<file path="config.mk">
export PLATFORM = sky130hd
export DESIGN_NAME = af_sweep_scheduler
export DESIGN_NICKNAME = d
export VERILOG_FILES = /design/src/rtl/af_sweep_scheduler.sv
export SDC_FILE = /design/constraint.sdc
export NUM_CORES = 1
export LEC_CHECK = 0
export ABC_CLOCK_PERIOD_IN_PS = 4620
export BUFFER_PORTS_ARGS = -buffer_cell sky130_fd_sc_hd__buf_2
export CELL_PAD_IN_SITES_DETAIL_PLACEMENT = 0
export CELL_PAD_IN_SITES_GLOBAL_PLACEMENT = 2
export CORE_UTILIZATION = 33
export CTS_CLUSTER_DIAMETER = 120
export DETAILED_ROUTE_END_ITERATION = 10
export PLACE_DENSITY_LB_ADDON = 0.2
export SLEW_MARGIN = 40
export SYNTH_ARGS = -nofsm -noshare
export SYNTH_HDL_FRONTEND = slang
export SYNTH_SLANG_ARGS = --single-unit
</file>
<file path="constraint.sdc">
create_clock -name video_clk_i -period 4.62 [get_ports video_clk_i]
set_input_delay 0.693 -clock video_clk_i [delete_from_list [all_inputs] [get_ports video_clk_i]]
set_output_delay 0.693 -clock video_clk_i [all_outputs]
set_load 0.01 [all_outputs]
</file>
<file path="src/rtl/af_sweep_scheduler.sv">
// rtl/af_sweep_scheduler.sv - autofocus coarse/fine lens sweep sequencer driving the VCM writer
module af_sweep_scheduler #(
  parameter int STEP_W        = 10,
  parameter int SCORE_W       = 24,
  parameter int STEP_MAX      = 1023,
  parameter int COARSE_INC    = 32,
  parameter int FINE_INC      = 4,
  parameter int SETTLE_FRAMES = 2
) (
  input  logic               video_clk_i,
  input  logic               reset_i,
  input  logic               start_i,
  input  logic               vs_ns_i,
  input  logic [SCORE_W-1:0] score_i,
  input  logic               score_vld_i,
  input  logic               i2c_busy_i,
  output logic [15:0]        vcm_data_o,
  output logic               vcm_wr_o,
  output logic [STEP_W-1:0]  step_o,
  output logic [STEP_W-1:0]  best_step_o,
  output logic [SCORE_W-1:0] best_score_o,
  output logic               busy_o,
  output logic               vcm_end_o
);

  typedef enum logic [3:0] {
    S_IDLE, S_MOVE, S_WAIT_I2C, S_SETTLE, S_MEASURE, S_DECIDE, S_PARK, S_PARK_WAIT, S_DONE
  } state_t;

  // Step arithmetic is carried one bit wider so sums past STEP_MAX never wrap.
  localparam logic [STEP_W:0]  STEP_MAX_W   = (STEP_W+1)'(STEP_MAX);
  localparam logic [STEP_W:0]  COARSE_INC_W = (STEP_W+1)'(COARSE_INC);
  localparam logic [STEP_W:0]  FINE_INC_W   = (STEP_W+1)'(FINE_INC);
  localparam logic [2:0]       SETTLE_N     = 3'(SETTLE_FRAMES);
  // Writes are not acknowledged, so I2C_BUSY is blind for this many cycles after VCM_WR.
  localparam logic [1:0]       I2C_BLIND    = 2'd2;

  state_t               state_q, state_d;
  logic [STEP_W-1:0]    step_q, step_d;
  logic [STEP_W-1:0]    best_step_q, best_step_d;
  logic [SCORE_W-1:0]   best_score_q, best_score_d;
  logic [SCORE_W-1:0]   score_q, score_d;
  logic [STEP_W-1:0]    phase_end_q, phase_end_d;
  logic                 fine_q, fine_d;
  logic [1:0]           wait_cnt_q, wait_cnt_d;
  logic [2:0]           settle_cnt_q, settle_cnt_d;
  logic                 vs_q;
  logic                 busy_q, busy_d;
  logic                 vcm_end_q, vcm_end_d;

  logic                 frame_start;
  logic                 better;
  logic [STEP_W-1:0]    best_step_new;
  logic [STEP_W:0]      next_w;
  logic [STEP_W:0]      best_w;
  logic [STEP_W:0]      win_hi_w;

  assign frame_start = vs_q & ~vs_ns_i;

  // State register and all sweep datapath registers.
  always_ff @(posedge video_clk_i) begin
    if (reset_i) begin
      state_q      <= S_IDLE;
      step_q       <= '0;
      best_step_q  <= '0;
      best_score_q <= '0;
      score_q      <= '0;
      phase_end_q  <= '0;
      fine_q       <= 1'b0;
      wait_cnt_q   <= '0;
      settle_cnt_q <= '0;
      vs_q         <= 1'b1;
      busy_q       <= 1'b0;
      vcm_end_q    <= 1'b0;
    end else begin
      state_q      <= state_d;
      step_q       <= step_d;
      best_step_q  <= best_step_d;
      best_score_q <= best_score_d;
      score_q      <= score_d;
      phase_end_q  <= phase_end_d;
      fine_q       <= fine_d;
      wait_cnt_q   <= wait_cnt_d;
      settle_cnt_q <= settle_cnt_d;
      vs_q         <= vs_ns_i;
      busy_q       <= busy_d;
      vcm_end_q    <= vcm_end_d;
    end
  end

  // Next-state and datapath update: sequencing, score comparison and window computation.
  always_comb begin
    state_d      = state_q;
    step_d       = step_q;
    best_step_d  = best_step_q;
    best_score_d = best_score_q;
    score_d      = score_q;
    phase_end_d  = phase_end_q;
    fine_d       = fine_q;
    wait_cnt_d   = wait_cnt_q;
    settle_cnt_d = settle_cnt_q;
    busy_d       = busy_q;
    vcm_end_d    = vcm_end_q;

    // Strict compare: on a tie the earlier visited step keeps the crown.
    better        = score_q > best_score_q;
    best_step_new = better ? step_q : best_step_q;
    next_w        = {1'b0, step_q} + (fine_q ? FINE_INC_W : COARSE_INC_W);
    best_w        = {1'b0, best_step_new};
    win_hi_w      = best_w + COARSE_INC_W;

    case (state_q)
      S_IDLE: begin
        if (start_i) begin
          busy_d       = 1'b1;
          vcm_end_d    = 1'b0;
          best_score_d = '0;
          best_step_d  = '0;
          step_d       = '0;
          fine_d       = 1'b0;
          phase_end_d  = STEP_MAX_W[STEP_W-1:0];
          state_d      = S_MOVE;
        end
      end
      S_MOVE: begin
        wait_cnt_d = '0;
        state_d    = S_WAIT_I2C;
      end
      S_WAIT_I2C: begin
        if (wait_cnt_q != I2C_BLIND) begin
          wait_cnt_d = wait_cnt_q + 2'd1;
        end else if (!i2c_busy_i) begin
          settle_cnt_d = '0;
          state_d      = S_SETTLE;
        end
      end
      S_SETTLE: begin
        // A score strobe here belongs to a frame taken while the lens was moving.
        if (frame_start) begin
          settle_cnt_d = settle_cnt_q + 3'd1;
          if (settle_cnt_q + 3'd1 == SETTLE_N) begin
            state_d = S_MEASURE;
          end
        end
      end
      S_MEASURE: begin
        if (score_vld_i) begin
          score_d = score_i;
          state_d = S_DECIDE;
        end
      end
      S_DECIDE: begin
        if (better) begin
          best_score_d = score_q;
          best_step_d  = step_q;
        end
        if (step_q == phase_end_q) begin
          if (!fine_q) begin
            step_d      = (best_w >= COARSE_INC_W) ? best_step_new - COARSE_INC_W[STEP_W-1:0] : '0;
            phase_end_d = (win_hi_w > STEP_MAX_W) ? STEP_MAX_W[STEP_W-1:0] : win_hi_w[STEP_W-1:0];
            fine_d      = 1'b1;
            state_d     = S_MOVE;
          end else begin
            step_d  = best_step_new;
            state_d = S_PARK;
          end
        end else if (next_w > {1'b0, phase_end_q}) begin
          step_d  = phase_end_q;
          state_d = S_MOVE;
        end else begin
          step_d  = next_w[STEP_W-1:0];
          state_d = S_MOVE;
        end
      end
      S_PARK: begin
        wait_cnt_d = '0;
        state_d    = S_PARK_WAIT;
      end
      S_PARK_WAIT: begin
        if (wait_cnt_q != I2C_BLIND) begin
          wait_cnt_d = wait_cnt_q + 2'd1;
        end else if (!i2c_busy_i) begin
          busy_d    = 1'b0;
          vcm_end_d = 1'b1;
          state_d   = S_DONE;
        end
      end
      S_DONE: begin
        state_d = S_IDLE;
      end
      default: begin
        state_d = S_IDLE;
      end
    endcase
  end

  // Outputs: write strobe in the two write states; VCM data follows STEP, which only changes on entry to them.
  always_comb begin
    vcm_wr_o     = (state_q == S_MOVE) || (state_q == S_PARK);
    vcm_data_o   = 16'({step_q, 4'b0000});
    step_o       = step_q;
    best_step_o  = best_step_q;
    best_score_o = best_score_q;
    busy_o       = busy_q;
    vcm_end_o    = vcm_end_q;
  end

endmodule

</file>
# Word level (Yosys, flattened, before mapping)
# Cells that the tools add are included.
[totals]
register_bits = 91
latch_bits = 0
ram_bits = 0
mem_bits_ro = 0
in_bits = 30
out_inout_bits = 63
memories = 0
[op_classes]
add_sub_neg = 5
multipliers = 0
n_div = 0
magnitude_cmp = 4
n_eq_ne = 22
shifts = 0
muxes = 44
bitwise_logic = 2
reduce_logical = 17
[ops]
columns = ["operator", "n"]
rows = [
  ["10-bit 2-to-1 mux", 10],
  ["10-bit case mux with 2 select lines", 3],
  ["24-bit 2-to-1 mux", 2],
  ["24-bit case mux with 2 select lines", 1],
  ["4-bit 2-to-1 mux", 9],
  ["4-bit case mux with 8 select lines", 1],
  ["24-bit > comparator", 1],
  ["2-bit inequality test, second input constant", 12],
  ["4-bit by 3-bit equality test with 1-bit output, second input constant", 4],
  ["3-bit 2-to-1 mux", 4],
  ["4-bit AND reduction", 3],
  ["10-bit by 6-bit adder with 11-bit output", 1],
  ["10-bit by 6-bit adder with 11-bit output, second input constant", 1],
  ["11-bit by 10-bit > comparator with 1-bit output", 1],
  ["11-bit by 10-bit > comparator with 1-bit output, second input constant", 1],
  ["10-bit equality test", 1],
  ["10-bit by 6-bit >= comparator with 1-bit output, second input constant", 1],
  ["10-bit by 6-bit subtractor with 10-bit output, second input constant", 1],
  ["4-bit by 2-bit equality test with 1-bit output, second input constant", 2],
  ["8-bit AND reduction", 1],
  ["2-bit nonzero test", 4],
  ["1-bit 2-to-1 mux", 7],
  ["6-bit 2-to-1 mux", 1],
  ["1-bit case mux with 2 select lines", 3],
  ["other kinds (15)", 19],
]

# Longest topological paths before layout
# Gate-level depths: netlist of the first run.
[depth]
ltp_word = 8
mapped_depth = 18
mapped_depth_nobuf = 17

# Least setup slack after synthesis of the first run
# OpenSTA, ideal clock, no wires.
[synth_path]
path_kind = "flip-flop to flip-flop"
startpoint = "reg fine_q"
endpoint = "reg step_q[3] (netlist: step_o[3])"
setup_time_ps = 132
t_arrival_ps = 3413
t_required_ps = 4488
setup_slack_ps = 1075
stages_incl_launch_ff = 16
period_less_slack_ps = 3545
path_cell_list = "dfxtp_1 > inv_1 > ha_1 > and3_1 > o21ai_0 > xnor2_1 > ha_1 > a21o_1 > a211o_1 > o221ai_1 > a21oi_1 > a31oi_1 > buf_2 > mux2_2 > nand2_1 > a21oi_1"
[synth_between]
elab_chain_cells = 6
word_cells_on_any_way = 7
cone_classes = "1 x add/sub; 1 x order compare; 5 x mux"
[synth_rtl]
columns = ["element", "line_no", "source"]
rows = [
  ["start, declared", "44", "logic fine_q, fine_d;"],
  ["start signal, assigned", "82", "fine_q <= fine_d;"],
  ["6-bit 2-to-1 mux", "108", "next_w = {1'b0, step_q} + (fine_q ? FINE_INC_W : COARSE_INC_W);"],
  ["10-bit by 6-bit adder with 11-bit output", "108", ""],
  ["11-bit by 10-bit > comparator with 1-bit output", "167", "end else if (next_w > {1'b0, phase_end_q}) begin"],
  ["10-bit 2-to-1 mux", "167", ""],
  ["10-bit 2-to-1 mux (*)", "157", "if (step_q == phase_end_q) begin"],
  ["10-bit case mux with 2 select lines (*)", "112", "case (state_q)"],
  ["end signal, assigned", "77", "step_q <= step_d;"],
  ["end, declared", "39", "logic [STEP_W-1:0] step_q, step_d;"],
]
# Mark *: on every way between the ends. The rest lies on a longest branch, timed or not.
# A chain may end at the register's enable or synchronous reset.

# Worst setup path after layout of the first run
[layout_path]
startpoint = "reg step_q[2] (netlist: step_o[2])"
endpoint = "reg step_q[2] (netlist: step_o[2])"
[layout_between]
elab_chain_cells = 6
word_cells_on_any_way = 11
cone_classes = "2 x add/sub; 2 x order compare; 1 x eq/ne; 6 x mux"
[layout_rtl]
columns = ["element", "line_no"]
rows = [
  ["branches (longest 4 deep; another with 10-bit by 6-bit adder with 11-bit output)", "n/a"],
  ["10-bit 2-to-1 mux (*)", "157"],
  ["10-bit case mux with 2 select lines (*)", "112"],
]
# Every way passes the cells marked *.

==> run summary, run 1 <==
most common cell in the synthesized netlist = sky130_fd_sc_hd__nand2_1
DP Wirelength = 11700 microns
starting density of the core = 33.9%
Worst Path Arrival = 3.94 ns
P_leak = 2.66 nW
DRC violations left = 0
Overall Global Routing Usage = 19.3%
die height = 133 microns
count of instances resized after the clock tree is built = 0
final layout net count = 853
vias in the first global route = 5035
actual slew at the worst max-slew pin = 0.749 ns
worst slew slack as a fraction of its limit = 50.0%
hold violation count in the final report = 0
setup repair bufs after CTS = 0
area of the mapped netlist = 0.00562 sq mm
Maximum Capacitance Violations = 0
library cells used by synthesis = 66
flip-flop cell with the highest count after synthesis = sky130_fd_sc_hd__dfxtp_1
TritonCTS clock tree = done
average cell area after synthesis = 7.72 sq um
DRT Pass-1 Iters = 4
result of the run = finished clean
Antenna Cells = 0
P&R area growth vs syn = 14.7%
overall die area = 0.0176 sq mm
Worst Clk Skew = 0.0102 ns
cts bufs inserted = 9
count of standard-cell rows = 47
share of flip-flops with an asynchronous set or reset = 0%
Crit. path cell count = 14
CTS root buf = sky130_fd_sc_hd__clkbuf_16
Port Buffer Count = 86
top-level I/O count = 93
Power Dens Cells = 361 mW/mm^2
top cell type by total area after synthesis = sky130_fd_sc_hd__dfxtp_1
global-route wire length before repair = 26600 microns
Yosys warnings = 0
clock slew at the register clock pins of the worst setup and hold paths = 0.07 ns
via count of the routed design = 5174
fraction of post-synthesis cell area in the top cell type by area = 32.4%
Setup Slack @ Placement = 0.896 ns
Worst Setup Slack, final = 0.910 ns
post-cts hold buffer count = 0
maximum number of pins on one net before global-route repair = 46
top post-synthesis cells by area = sky130_fd_sc_hd__dfxtp_1, sky130_fd_sc_hd__ha_1, sky130_fd_sc_hd__nand2_1, sky130_fd_sc_hd__a21oi_1, sky130_fd_sc_hd__nand3_1
H-tree lvl count = 3
number of sinks handled by clock tree synthesis = 91
Critical path buffers and inverters = 1
Finish-stage setup viols = 0
kind of start point of the critical path = register
setup TNS = 0 ns
count of routing violations after the opening detailed-route iteration = 247
element type at the critical path end = register
sequential-to-total area share from yosys stat = 32.4%
Achievable Freq = 270 MHz
core area = 0.0166 sq mm
depth of the worst hold-timing path = 2
WS Path Type = reg -> reg
Longest Clk Path Bufs = 2
leading cell types by count after synthesis = sky130_fd_sc_hd__nand2_1, sky130_fd_sc_hd__dfxtp_1, sky130_fd_sc_hd__a21oi_1
antenna-violating nets left = 0
flip-flop and latch count after synthesis = 91
final critical-path required period = 3.71 ns
wire length per cell after detailed routing = 16.3 microns
worst IR drop on VDD = 0.204 mV
crit path max-delay cell type = sky130_fd_sc_hd__a31oi_1
path depth of the worst reg2reg path = 14
fraction of final layout cells with drive strength greater than 1 = 18.5%
WP data required = 4.85 ns
RSZ-0062 raised after global routing = false
cell breakdown of the critical path = ha_1 -> ha_1 -> a31oi_1 -> nor3_1 -> or2_2 -> ha_1 -> a211o_1 -> o221ai_1 -> a21oi_1 -> a31oi_1 -> buf_4 -> mux2_2 -> a22oi_1 -> a21oi_1
vias per cell = 5.15
global route overflow = 0
crit path max fanout = 13
weighted congestion at the end of routability-driven global placement = 0.810
portion of the clock cycle consumed by the worst path in the final layout = 80.3%
EDFF count, synth = 0
die width = 133 microns
pins over their slew limit = 0
Worst path top cell family by delay = compound AO/OA/AOI/OAI gates
latest clock arrival within the worst-skew pair = 0.35 ns
class of the most critical hold timing path = reg -> reg
final wirelength = 16400 microns
Largest stage delay, worst path = 0.44 ns
library cell appearing most often on the critical path = sky130_fd_sc_hd__ha_1
antenna violations before repair = 0
Gate Count Post-Synth = 728
-- layer usage --
metal	global-route usage, %	vias to the layer above	share of wire (%)
li1	-	2626	-
met1	24.4	2430	47
met2	32.7	101	48
met3	4.52	17	3.8
met4	5.62	0	1.5
met5	0	-	0
-- kinds of logic (layout without fill, tap and decap cells) --
kind of cell	count (synthesis)	in the layout	synth area share [%]
simple gates	285	285	23.8
buf+inv	106	158	8.84
mux	20	20	3.74
other cells	1	6	0.0667
compound gates	162	162	18.5
fa+ha+maj	43	43	9.57
xor+xnor	20	20	3.12
flops	91	91	32.4
-- cells in the final DEF (no fill, tap or decap), types with 8 or more instances in the layout --
cell type | netlist | layout
sky130_fd_sc_hd__a211oi_1 | 14 | 14
sky130_fd_sc_hd__a21oi_1 | 80 | 80
sky130_fd_sc_hd__a31oi_1 | 9 | 9
sky130_fd_sc_hd__buf_2 | 6 | 86
sky130_fd_sc_hd__buf_4 | 20 | 10
sky130_fd_sc_hd__clkbuf_16 | 0 | 9
sky130_fd_sc_hd__dfxtp_1 | 91 | 91
sky130_fd_sc_hd__ha_1 | 43 | 43
sky130_fd_sc_hd__inv_1 | 45 | 45
sky130_fd_sc_hd__mux2_2 | 8 | 8
sky130_fd_sc_hd__mux2i_1 | 12 | 12
sky130_fd_sc_hd__nand2_1 | 116 | 116
sky130_fd_sc_hd__nand3_1 | 42 | 41
sky130_fd_sc_hd__nand4_1 | 9 | 9
sky130_fd_sc_hd__nor2_1 | 52 | 51
sky130_fd_sc_hd__nor3_1 | 21 | 21
sky130_fd_sc_hd__o21ai_0 | 15 | 15
sky130_fd_sc_hd__xnor2_1 | 12 | 12
sky130_fd_sc_hd__xor2_1 | 8 | 8
-- registers in the layout (all words and copies together) (netlist names) --
register      flops
busy_o            1
phase_end_q      10
score_q          24
step_o           10
wait_cnt_q        2
vs_q              1
best_step_o      10
fine_q            1
state_q           4
vcm_end_o         1
best_score_o     24
settle_cnt_q      3
-- power by group --
group          switching [mW]  internal (mW)
Clock                   0.330          0.468
Combinational           0.406          0.228
Sequential             0.0674          0.830
Total                   0.804           1.53
-- worst register-to-register path, stage by stage, from the launching register on --
cell and delay (ns):
sky130_fd_sc_hd__dfxtp_1 0.40, sky130_fd_sc_hd__ha_1 0.28, sky130_fd_sc_hd__ha_1 0.22, sky130_fd_sc_hd__a31oi_1 0.44, sky130_fd_sc_hd__nor3_1 0.13, sky130_fd_sc_hd__or2_2 0.31
sky130_fd_sc_hd__ha_1 0.29, sky130_fd_sc_hd__a211o_1 0.28, sky130_fd_sc_hd__o221ai_1 0.15, sky130_fd_sc_hd__a21oi_1 0.10, sky130_fd_sc_hd__a31oi_1 0.15, sky130_fd_sc_hd__buf_4 0.24
sky130_fd_sc_hd__mux2_2 0.36, sky130_fd_sc_hd__a22oi_1 0.15, sky130_fd_sc_hd__a21oi_1 0.09
-- stage by stage --
stage	instance area [sq um]	hold slack [ns]	total power [mW]	instances	utilization (%)
finish	6450	0.466	2.33	1005	38.9
global placement	6100	0.453	1.54	989	36.8
global route	6450	0.485	2.47	1005	38.9
detailed placement	6120	0.458	1.55	989	36.9
CTS	6440	0.467	2.36	1005	38.8
floorplan	5640	0.450	1.39	733	-
-- area by class of cell --
class                           count  area [sq um]
Fill cell                        1771         10100
Multi-Input combinational cell    536          3350
Sequential cell                    91          1820
Timing Repair Buffer               96           505
Tap cell                          220           275
Clock buffer                       12           267
Inverter                           46           173
Clock inverter                      4          56.3
-- final timing paths --
kind	start	end	slack, ns
worst max-delay path	step_o[2]	step_o[2]	0.91
worst min-delay path	best_score_o[15]	best_score_o[15]	0.47
worst max register to register	step_o[2]	step_o[2]	0.91
worst min register to register	best_score_o[15]	best_score_o[15]	0.47
Power figures use the tool's default switching activity.
==> run 2, diff against run 1 <==
--- a/config.mk
+++ b/config.mk
@@ -5,7 +5,7 @@
 export SDC_FILE = /design/constraint.sdc
 export NUM_CORES = 1
 export LEC_CHECK = 0
-export ABC_CLOCK_PERIOD_IN_PS = 4620
+export ABC_CLOCK_PERIOD_IN_PS = 3900
 export BUFFER_PORTS_ARGS = -buffer_cell sky130_fd_sc_hd__buf_2
 export CELL_PAD_IN_SITES_DETAIL_PLACEMENT = 0
 export CELL_PAD_IN_SITES_GLOBAL_PLACEMENT = 2
==> constraint.sdc (replaced) <==
create_clock -name video_clk_i -period 3.9 [get_ports video_clk_i]
set_input_delay 0.585 -clock video_clk_i [delete_from_list [all_inputs] [get_ports video_clk_i]]
set_output_delay 0.585 -clock video_clk_i [all_outputs]
set_load 0.01 [all_outputs]
==> run 2 against run 1 <==
Setup slack got worse by 0.59 ns; cell count increased by 0.70%; non-clock buffer count increased by 7; combinational power increased by 18%; die area unchanged; wire length increased by 1.2%; critical path depth increased by 2; register-to-register slack got worse by 0.59 ns; clock skew decreased by 0.00098 ns; sequential share of layout area decreased by 0.087 points; highest routed layer unchanged.
==> run summary, run 2 (synthesis gave the netlist of run 1 again) <==
TritonCTS clock tree = done
WP data required = 4.14 ns
Port Buffer Count = 86
Longest Clk Path Bufs = 2
DRT Pass-1 Iters = 5
worst setup slack for register-to-register paths = 0.32 ns
cell area after layout = 0.00647 sq mm
RSZ-0062 raised after global routing = false
setup TNS = 0 ns
final critical-path required period = 3.58 ns
global route overflow = 0
core area = 0.0166 sq mm
Power Dens Cells = 413 mW/mm^2
WS Path Type = reg -> reg
element type at the critical path end = register
pins over their slew limit = 0
via count of the routed design = 5290
Finish-stage setup viols = 0
number of sinks handled by clock tree synthesis = 91
Overall Global Routing Usage = 19.1%
crit path max fanout = 7
depth of the worst hold-timing path = 2
latest clock arrival within the worst-skew pair = 0.35 ns
Antenna Cells = 0
result of the run = finished clean
hold violation count in the final report = 0
clock slew at the register clock pins of the worst setup and hold paths = 0.07 ns
Maximum Capacitance Violations = 0
overall die area = 0.0176 sq mm
antenna-violating nets left = 0
DRC violations left = 0
kind of start point of the critical path = register
Worst Clk Skew = 0.00926 ns
vias in the first global route = 5061
starting density of the core = 33.9%
worst slew slack as a fraction of its limit = 42.5%
Core Util, Final = 39.0%
global-route wire length before repair = 26800 microns
Worst Path Arrival = 3.81 ns
P_leak = 2.66 nW
count of standard-cell rows = 47
weighted congestion at the end of routability-driven global placement = 0.797
Achievable Freq = 279 MHz
fraction of final layout cells with drive strength greater than 1 = 19.4%
path depth of the worst reg2reg path = 16
worst IR drop on VDD = 0.269 mV
H-tree lvl count = 3
commonest cells after routing, fill and taps aside = sky130_fd_sc_hd__nand2_1, sky130_fd_sc_hd__dfxtp_1, sky130_fd_sc_hd__buf_2
cts bufs inserted = 9
maximum number of pins on one net before global-route repair = 48
Min Hold Slack = 0.450 ns
setup repair bufs after CTS = 0
antenna violations before repair = 0
die width = 133 microns
wire length per cell after detailed routing = 16.4 microns
vias per cell = 5.23
P&R area growth vs syn = 15.1%
final wirelength = 16600 microns
DP Wirelength = 11800 microns
portion of the clock cycle consumed by the worst path in the final layout = 91.8%
actual slew at the worst max-slew pin = 0.859 ns
final layout net count = 860
top-level I/O count = 93
die height = 133 microns
class of the most critical hold timing path = in -> reg
area of placed instances = 0.00616 sq mm
count of routing violations after the opening detailed-route iteration = 290
CTS root buf = sky130_fd_sc_hd__clkbuf_16
most common cell after layout, fill and taps aside = sky130_fd_sc_hd__nand2_1
==> run 2: worst max-delay path, stage by stage (launching register included) <==
cell and delay [ns]:
sky130_fd_sc_hd__dfxtp_1 0.35, sky130_fd_sc_hd__inv_1 0.05, sky130_fd_sc_hd__ha_1 0.32, sky130_fd_sc_hd__nand4_2 0.17, sky130_fd_sc_hd__nor4_2 0.39, sky130_fd_sc_hd__nand2_1 0.15, sky130_fd_sc_hd__o21ai_1 0.18, sky130_fd_sc_hd__o22ai_2 0.15
sky130_fd_sc_hd__mux2_2 0.32, sky130_fd_sc_hd__ha_2 0.26, sky130_fd_sc_hd__nand3_1 0.11, sky130_fd_sc_hd__xnor2_1 0.29, sky130_fd_sc_hd__nor3_2 0.11, sky130_fd_sc_hd__nand4b_1 0.11, sky130_fd_sc_hd__nand3_1 0.08, sky130_fd_sc_hd__o2111a_1 0.15
sky130_fd_sc_hd__o31a_2 0.28
==> run 2: area by class of cell <==
type,instances,area [sq um]
clock inverter,6,47.5
multi-input combinational,536,3350
clock buffer,10,239
inverter,46,173
sequential,91,1820
timing repair buffer,103,561
fill,1776,10100
tap,220,275
==> run 2: timing repair <==
action,in CTS,in global routing
hold buffers,0,0
endpoints found under the hold margin,0,0
resized for setup,0,4
endpoints found under the setup margin,0,3
==> run 2: worst paths after layout <==
| check | startpoint | endpoint |
|---|---|---|
| max reg2reg | best_score_o[23] | phase_end_q[6] |
| min | vs_ns_i | vs_q |
| min reg2reg | best_score_o[17] | best_score_o[17] |
| max | best_score_o[23] | phase_end_q[6] |
==> run 2: power by group <==
group          leakage [nW]  switching [mW]  internal [mW]
Sequential            0.737          0.0846          0.983
Clock                 0.139           0.397          0.456
Combinational          1.79           0.475          0.275
==> run 2: metrics by stage <==
stage / setup WS, ns / instances / power (mW)
global placement: 0.288 / 996 / 1.83
floorplan: 0.355 / 733 / 1.64
detailed placement: 0.160 / 996 / 1.84
finish: 0.321 / 1012 / 2.67
CTS: 0.117 / 1012 / 2.70
global route: 0.00104 / 1012 / 2.83
==> run 2: per-layer routing <==
| metal | part of all wire [%] | track usage, % | vias up | routed length (microns) |
|---|---|---|---|---|
| met4 | 1.2 | 4.98 | 0 | 199 |
| met2 | 48 | 32.2 | 146 | 7900 |
| met5 | 0 | 0 | - | 0 |
| li1 | - | - | 2629 | - |
| met1 | 47 | 24.9 | 2502 | 7710 |
| met3 | 4.6 | 3.56 | 13 | 762 |
